File: src/rtl/conv_pkg.sv
// Shared constants and FSM encoding for the convolution address path.
// Latency: n/a (package only).
// Backpressure: n/a (package only).
package conv_pkg;

   localparam int DEF_DIM_W  = 9;
   localparam int DEF_ADDR_W = 18;
   localparam int DEF_CH_W   = 4;

   typedef enum logic [1:0] {
      ST_IDLE = 2'd0,
      ST_PREP = 2'd1,
      ST_RUN  = 2'd2,
      ST_DONE = 2'd3
   } state_t;

endpackage

File: src/rtl/win_step_ctr.sv
// Wrap-around loop counter with enable and terminal-count flag.
// Latency: count updates on the clock edge where en is high.
// Backpressure: holds its value whenever en is low.
module win_step_ctr #(
   parameter int W = 9
) (
   input  logic         clk,
   input  logic         rst,
   input  logic         clr,
   input  logic         en,
   input  logic [W-1:0] lim,
   input  logic         stop,
   output logic [W-1:0] cnt,
   output logic         tc
);

   logic [W-1:0] cnt_q;
   logic [W-1:0] cnt_d;

   // terminal either by reaching the last index or by an external end condition
   assign tc  = (cnt_q == lim) | stop;
   assign cnt = cnt_q;

   // next count: clear dominates, otherwise step or wrap when enabled
   always_comb begin
      cnt_d = cnt_q;
      if (clr) begin
         cnt_d = '0;
      end else if (en) begin
         cnt_d = tc ? '0 : cnt_q + W'(1);
      end
   end

   // count register
   always_ff @(posedge clk or posedge rst) begin
      if (rst) begin
         cnt_q <= '0;
      end else begin
         cnt_q <= cnt_d;
      end
   end

endmodule

File: src/rtl/conv_win_addr_gen.sv
// Streams the memory address of every kernel tap of every output window.
// Latency: start -> PREP next cycle -> first valid address the cycle after.
// Backpressure: addr and sideband hold while addr_valid & !addr_ready.
module conv_win_addr_gen
   import conv_pkg::*;
#(
   parameter int DIM_W  = DEF_DIM_W,
   parameter int ADDR_W = DEF_ADDR_W,
   parameter int CH_W   = DEF_CH_W
) (
   input  logic              clk,
   input  logic              rst,
   input  logic              start,
   input  logic [DIM_W-1:0]  img_w,
   input  logic [DIM_W-1:0]  img_h,
   input  logic [DIM_W-1:0]  ker_w,
   input  logic [DIM_W-1:0]  ker_h,
   input  logic [DIM_W-1:0]  stride,
   input  logic [CH_W-1:0]   num_ch,
   output logic [ADDR_W-1:0] addr,
   output logic              addr_valid,
   input  logic              addr_ready,
   output logic              tap_first,
   output logic              tap_last,
   output logic [DIM_W-1:0]  win_x,
   output logic [DIM_W-1:0]  win_y,
   output logic              busy,
   output logic              done,
   output logic              cfg_err
);

   state_t state_q, state_d;

   logic [DIM_W-1:0]  img_w_q, img_w_d, img_h_q, img_h_d;
   logic [DIM_W-1:0]  ker_w_q, ker_w_d, ker_h_q, ker_h_d;
   logic [DIM_W-1:0]  stride_q, stride_d;
   logic [CH_W-1:0]   num_ch_q, num_ch_d;

   logic [ADDR_W-1:0] plane_q, plane_d, row_step_q, row_step_d;
   logic [ADDR_W-1:0] win_row_q, win_row_d, ky_off_q, ky_off_d;
   logic [ADDR_W-1:0] ch_base_q, ch_base_d, addr_q, addr_d;
   logic [DIM_W-1:0]  col_base_q, col_base_d, row_pix_q, row_pix_d;

   logic addr_valid_q, addr_valid_d, tap_first_q, tap_first_d;
   logic tap_last_q, tap_last_d, busy_q, busy_d;
   logic done_q, done_d, cfg_err_q, cfg_err_d;

   logic [DIM_W-1:0] kx_cnt, ky_cnt, wx_cnt, wy_cnt;
   logic [CH_W-1:0]  ch_cnt;
   logic kx_tc, ky_tc, ch_tc, wx_tc, wy_tc;

   logic cfg_ok, clr, adv;
   logic kx_step, ky_step, ch_step, wx_step, wy_step, run_end;
   logic wx_end, wy_end;
   logic [DIM_W+1:0]   wx_reach, wy_reach;
   logic [2*DIM_W-1:0] plane_prod, step_prod;
   logic [DIM_W-1:0]   kx_n, ky_n;
   logic [CH_W-1:0]    ch_n;

   // config check on the live inputs at the start request
   assign cfg_ok = (ker_w != '0) && (ker_h != '0) && (stride != '0) &&
                   (num_ch != '0) && (ker_w <= img_w) && (ker_h <= img_h);

   // loop-carry chain: each level steps only when every inner level wraps
   assign clr     = (state_q == ST_PREP);
   assign adv     = (state_q == ST_RUN) & addr_valid_q & addr_ready;
   assign kx_step = adv;
   assign ky_step = kx_step & kx_tc;
   assign ch_step = ky_step & ky_tc;
   assign wx_step = ch_step & ch_tc;
   assign wy_step = wx_step & wx_tc;
   assign run_end = wy_step & wy_tc;

   // a further window fits only if origin+stride+kernel stays inside the image
   assign wx_reach = {2'b00, col_base_q} + {2'b00, stride_q} + {2'b00, ker_w_q};
   assign wy_reach = {2'b00, row_pix_q}  + {2'b00, stride_q} + {2'b00, ker_h_q};
   assign wx_end   = (wx_reach > {2'b00, img_w_q});
   assign wy_end   = (wy_reach > {2'b00, img_h_q});

   win_step_ctr #(.W(DIM_W)) u_kx (
      .clk(clk), .rst(rst), .clr(clr), .en(kx_step),
      .lim(ker_w_q - DIM_W'(1)), .stop(1'b0), .cnt(kx_cnt), .tc(kx_tc));
   win_step_ctr #(.W(DIM_W)) u_ky (
      .clk(clk), .rst(rst), .clr(clr), .en(ky_step),
      .lim(ker_h_q - DIM_W'(1)), .stop(1'b0), .cnt(ky_cnt), .tc(ky_tc));
   win_step_ctr #(.W(CH_W)) u_ch (
      .clk(clk), .rst(rst), .clr(clr), .en(ch_step),
      .lim(num_ch_q - CH_W'(1)), .stop(1'b0), .cnt(ch_cnt), .tc(ch_tc));
   win_step_ctr #(.W(DIM_W)) u_wx (
      .clk(clk), .rst(rst), .clr(clr), .en(wx_step),
      .lim({DIM_W{1'b1}}), .stop(wx_end), .cnt(wx_cnt), .tc(wx_tc));
   win_step_ctr #(.W(DIM_W)) u_wy (
      .clk(clk), .rst(rst), .clr(clr), .en(wy_step),
      .lim({DIM_W{1'b1}}), .stop(wy_end), .cnt(wy_cnt), .tc(wy_tc));

   // next-state and control outputs; config is captured only on an IDLE start
   always_comb begin
      state_d   = state_q;
      cfg_err_d = 1'b0;
      img_w_d   = img_w_q;
      img_h_d   = img_h_q;
      ker_w_d   = ker_w_q;
      ker_h_d   = ker_h_q;
      stride_d  = stride_q;
      num_ch_d  = num_ch_q;
      case (state_q)
         ST_IDLE: begin
            if (start) begin
               img_w_d  = img_w;
               img_h_d  = img_h;
               ker_w_d  = ker_w;
               ker_h_d  = ker_h;
               stride_d = stride;
               num_ch_d = num_ch;
               if (cfg_ok) state_d = ST_PREP;
               else        cfg_err_d = 1'b1;
            end
         end
         ST_PREP: state_d = ST_RUN;
         ST_RUN:  if (run_end) state_d = ST_DONE;
         ST_DONE: state_d = ST_IDLE;
         default: state_d = ST_IDLE;
      endcase
      busy_d       = (state_d != ST_IDLE);
      done_d       = (state_d == ST_DONE);
      addr_valid_d = (state_d == ST_RUN);
   end

   // incremental bases; the only multiplies run once in PREP
   always_comb begin
      plane_prod = {{DIM_W{1'b0}}, img_w_q} * {{DIM_W{1'b0}}, img_h_q};
      step_prod  = {{DIM_W{1'b0}}, stride_q} * {{DIM_W{1'b0}}, img_w_q};
      plane_d    = plane_q;
      row_step_d = row_step_q;
      win_row_d  = win_row_q;
      ky_off_d   = ky_off_q;
      ch_base_d  = ch_base_q;
      col_base_d = col_base_q;
      row_pix_d  = row_pix_q;
      addr_d     = addr_q;
      tap_first_d = tap_first_q;
      tap_last_d  = tap_last_q;
      kx_n = kx_cnt;
      ky_n = ky_cnt;
      ch_n = ch_cnt;
      if (clr) begin
         plane_d    = ADDR_W'(plane_prod);
         row_step_d = ADDR_W'(step_prod);
         win_row_d  = '0;
         ky_off_d   = '0;
         ch_base_d  = '0;
         col_base_d = '0;
         row_pix_d  = '0;
         kx_n = '0;
         ky_n = '0;
         ch_n = '0;
      end else begin
         if (kx_step) kx_n = kx_tc ? '0 : kx_cnt + DIM_W'(1);
         if (ky_step) begin
            ky_n     = ky_tc ? '0 : ky_cnt + DIM_W'(1);
            ky_off_d = ky_tc ? '0 : ky_off_q + ADDR_W'(img_w_q);
         end
         if (ch_step) begin
            ch_n      = ch_tc ? '0 : ch_cnt + CH_W'(1);
            ch_base_d = ch_tc ? '0 : ch_base_q + plane_q;
         end
         if (wx_step) col_base_d = wx_tc ? '0 : col_base_q + stride_q;
         if (wy_step) begin
            row_pix_d = wy_tc ? '0 : row_pix_q + stride_q;
            win_row_d = wy_tc ? '0 : win_row_q + row_step_q;
         end
      end
      if (clr || adv) begin
         addr_d = ch_base_d + win_row_d + ky_off_d + ADDR_W'(col_base_d) + ADDR_W'(kx_n);
         tap_first_d = addr_valid_d && (kx_n == '0) && (ky_n == '0) && (ch_n == '0);
         tap_last_d  = addr_valid_d && (kx_n == ker_w_q - DIM_W'(1)) &&
                       (ky_n == ker_h_q - DIM_W'(1)) && (ch_n == num_ch_q - CH_W'(1));
      end
   end

   // state, config and datapath registers
   always_ff @(posedge clk or posedge rst) begin
      if (rst) begin
         state_q      <= ST_IDLE;
         img_w_q      <= '0;
         img_h_q      <= '0;
         ker_w_q      <= '0;
         ker_h_q      <= '0;
         stride_q     <= '0;
         num_ch_q     <= '0;
         plane_q      <= '0;
         row_step_q   <= '0;
         win_row_q    <= '0;
         ky_off_q     <= '0;
         ch_base_q    <= '0;
         col_base_q   <= '0;
         row_pix_q    <= '0;
         addr_q       <= '0;
         addr_valid_q <= 1'b0;
         tap_first_q  <= 1'b0;
         tap_last_q   <= 1'b0;
         busy_q       <= 1'b0;
         done_q       <= 1'b0;
         cfg_err_q    <= 1'b0;
      end else begin
         state_q      <= state_d;
         img_w_q      <= img_w_d;
         img_h_q      <= img_h_d;
         ker_w_q      <= ker_w_d;
         ker_h_q      <= ker_h_d;
         stride_q     <= stride_d;
         num_ch_q     <= num_ch_d;
         plane_q      <= plane_d;
         row_step_q   <= row_step_d;
         win_row_q    <= win_row_d;
         ky_off_q     <= ky_off_d;
         ch_base_q    <= ch_base_d;
         col_base_q   <= col_base_d;
         row_pix_q    <= row_pix_d;
         addr_q       <= addr_d;
         addr_valid_q <= addr_valid_d;
         tap_first_q  <= tap_first_d;
         tap_last_q   <= tap_last_d;
         busy_q       <= busy_d;
         done_q       <= done_d;
         cfg_err_q    <= cfg_err_d;
      end
   end

   assign addr       = addr_q;
   assign addr_valid = addr_valid_q;
   assign tap_first  = tap_first_q;
   assign tap_last   = tap_last_q;
   assign win_x      = wx_cnt;
   assign win_y      = wy_cnt;
   assign busy       = busy_q;
   assign done       = done_q;
   assign cfg_err    = cfg_err_q;

endmodule

File: config.mk
export PLATFORM = sky130hd
export DESIGN_NAME = conv_win_addr_gen
export DESIGN_NICKNAME = d
export VERILOG_FILES = /design/src/rtl/conv_pkg.sv /design/src/rtl/win_step_ctr.sv /design/src/rtl/conv_win_addr_gen.sv
export SDC_FILE = /design/constraint.sdc
export NUM_CORES = 1
export LEC_CHECK = 0
export CAP_MARGIN = 20
export CORE_MARGIN = 1.5
export CORE_UTILIZATION = 53
export CTS_BUF_LIST = sky130_fd_sc_hd__clkbuf_16
export CTS_CLUSTER_DIAMETER = 30
export DETAILED_ROUTE_END_ITERATION = 10
export PLACE_DENSITY = 0.68
export SYNTH_ARGS = -nofsm -noshare
export SYNTH_HDL_FRONTEND = slang
export SYNTH_HIERARCHICAL = 1
export SYNTH_SLANG_ARGS = --single-unit
File: constraint.sdc
create_clock -name clk -period 11.79 [get_ports clk]
set_input_delay 2.358 -clock clk [delete_from_list [all_inputs] [get_ports clk]]
set_output_delay 2.358 -clock clk [all_outputs]
set_load 0.01 [all_outputs]
==> metrics <==
status finished, final reports clean; vias in the first global route approximately 18,000; largest family of logic cells by synthesized area adder cells; crit path kind reg -> reg; FF-to-FF path depth 33; Antenna Cells 0; post-synth cell types 80; worst r2r src stride_q[1]$_DFFE_PP0P_; synthesized flop and latch total roughly 220; via/cell ratio between 5 and 6; Synth Area in Compound Gates between 10 and 15%; cell with the most instances after synthesis inv_1; crit path capture type flop; synthesized area about 22,000 um^2; fraction of layout cells with a size suffix above 1 about a tenth; HPWL after DPL between 40,000 and 50,000 um; largest net degree at the start of global routing around 110; core area about 40,000 um^2; multiplexer area fraction after synthesis ~3.1%; crit-path max cell delay between 0.8 and 0.9 ns; clk sink count ~220; xor/xnor share of the synthesized area 9.04%; IO Pins 95; Post-CTS Setup Inserts 0; Hold Crit Depth 2; area share of the largest cell type after synthesis 25.7%; Routed WL slightly below 60,000 um; Synth Area in Adders 28.2%; CP Max Fanout 18; area grow syn2layout 17.1%; unrepaired setup endpoints after global routing no; WP data arrival ~10 ns; Site Rows 73; Simple-Gate Fraction of Synth Area 15.1%; Final Cycle Share a little over four fifths; gr usage total about 30%; Clock Latency Late Sink 0.63 ns; Worst-Margin Slew between 1 and 1.5 ns; RR Endpoint addr[17]$_DFFE_PP0P_; fraction of registers with async set/reset 100%; Initial Util 54.1%; Die H 205 um; Fmax achieved just over 100 MHz; CTS Hold Buffers Added 0; Nets slightly below 3,000; DRT iter0 DRCs 989; GP Congestion 0.912; max-cap violation count 0; YS warnings 6; Post-DRT Antenna Nets 0; Clock Path Buffers 3; Post-synth EDFFs 0; Post-Synthesis Cells roughly 2,300; die footprint roughly 42,000 um^2; Max-slew headroom between 20% and 30%; drt wl/cell between 15 and 20 um; Worst Hold Class reg -> reg; Post-CTS Resized 0; Top FF cell, synth dfrtp_1; area leader, netlist dfrtp_1; 1st-pass router iterations 5; via count of the routed design about 17,000; Area contributors post-synth dfrtp_1 26%, fa_1 15%, ha_1 14%; Hold EP addr[8]$_DFFE_PP0P_; slowest CP cell or3_1; H-tree levels 2; initial antenna violation count 3; CTS tree yes; Final min period 9.85 ns; synthesized area per cell between 9 and 10 um^2; Startpoint Class flop; number of port buffers 94; drt drc 0; Seq/Total Area, Yosys about a quarter; Root Buffer clkbuf_16; Synth top cells by count 284 x inv_1, 244 x nand2_1, 235 x ha_1; Num CTS Buffers 60; Hold Fails Final Rpt 0; min-delay src addr[8]$_DFFE_PP0P_; Clock transition at path regs about 0.040 ns; skew final between 0.05 and 0.06 ns; DIE WIDTH between 200 and 250 um; reg2reg setup slack slightly below 2 ns; Filler cells about 3,200; first-pass GRT wire length about 96,000 um; max-slew violations 0; gr ovfl total 0; TNS Setup 0 ns; CP required 12.25 ns; Setup Viol. Count Final 0
## through the flow
step	instance area (um^2)	setup slack, ns	std cells	hold slack (ns)	util, %
2_1_floorplan	21800	3.54	2344	0.458	-
3_3_place_gp	23300	2.24	2925	0.466	58.2
3_5_place_dp	23300	2.15	2925	0.472	58.2
4_1_cts	25400	2.06	3037	0.481	63.3
5_1_grt	25400	1.22	3038	0.511	63.4
6_report	25400	1.94	3038	0.476	63.4
## layout by cell type, fill, tap and decap left out, types with 36 or more instances in the layout
| cell type | count |
|---|---|
| o21ai_0 | 110 |
| ha_1 | 234 |
| clkbuf_16 | 60 |
| nor2_1 | 109 |
| xor2_1 | 71 |
| and2_1 | 46 |
| nor3_1 | 71 |
| inv_1 | 286 |
| clkdlybuf4s50_1 | 94 |
| mux2_2 | 59 |
| a21oi_1 | 105 |
| nand3_1 | 36 |
| a21o_1 | 38 |
| nand2_1 | 243 |
| fa_1 | 159 |
| xnor2_1 | 143 |
| dfrtp_1 | 223 |
## worst max-delay path: cells and delay by family (launching register included)
kind,cells,cell delay (ns)
buffers and inverters,2,0.11
DFF,1,0.60
AOI/OAI and AO/OA,14,3.12
and+or+nand+nor,5,1.87
adders and majority gates,8,3.22
xor gates and xnor gates,4,0.76
## metal layers
metal,GRT usage [%],share of wire (%),vias up
met5,0,0.020,-
met4,12.9,4.2,2
met3,6.15,6.2,131
met2,48.9,47,471
met1,37.3,42,8679
li1,-,-,8143
## how the worst max path moves through the flow
stage                             from  slack, ns  cells after the start                   end
2_1_floorplan  stride_q[1]$_DFFE_PP0P_       3.54                     32  addr[17]$_DFFE_PP0P_
3_3_place_gp   stride_q[1]$_DFFE_PP0P_       2.24                     33  addr[17]$_DFFE_PP0P_
3_5_place_dp   stride_q[2]$_DFFE_PP0P_       2.15                     33  addr[17]$_DFFE_PP0P_
4_1_cts        stride_q[1]$_DFFE_PP0P_       2.06                     33  addr[17]$_DFFE_PP0P_
5_1_grt        stride_q[2]$_DFFE_PP0P_       1.22                     33  addr[17]$_DFFE_PP0P_
6_report       stride_q[1]$_DFFE_PP0P_       1.94                     33  addr[17]$_DFFE_PP0P_
## area by class of cell
type	instances	area (um^2)	area share, %
multi-input cells	1776	14900	58.7
flip-flops and latches	223	5580	21.9
clock buffers	60	1500	5.90
repair buffers	116	1130	4.43
inverters	286	1080	4.25
well taps	525	657	2.58
clock inverters	52	557	2.19
## flip-flops by register name (all words and copies together), names as in the netlist, 2 cells and up
name,cells
row_step_q,18
num_ch_q,4
state_q,2
stride_q,9
ker_w_q,9
ky_off_q,18
col_base_q,9
win_row_q,18
plane_q,18
u_kx/cnt,9
ch_base_q,18
u_ky/cnt,9
u_wx/cnt,9
u_wy/cnt,9
row_pix_q,9
img_h_q,9
addr,18
ker_h_q,9
u_ch/cnt,4
img_w_q,9
## logic make-up (layout without fill, tap and decap cells)
logic type | Yosys count | after routing
XOR/XNOR | 219 | 219
flip-flops | 223 | 223
multiplexers | 59 | 59
other | 2 | 28
buffers and inverters | 345 | 514
adder cells (fa/ha/maj) | 394 | 394
AO/OA/AOI/OAI | 419 | 419
AND/OR/NAND/NOR | 657 | 657
Power is not shown: default switching activity piles up to over one toggle a cycle in this logic, so the estimate is an artifact.
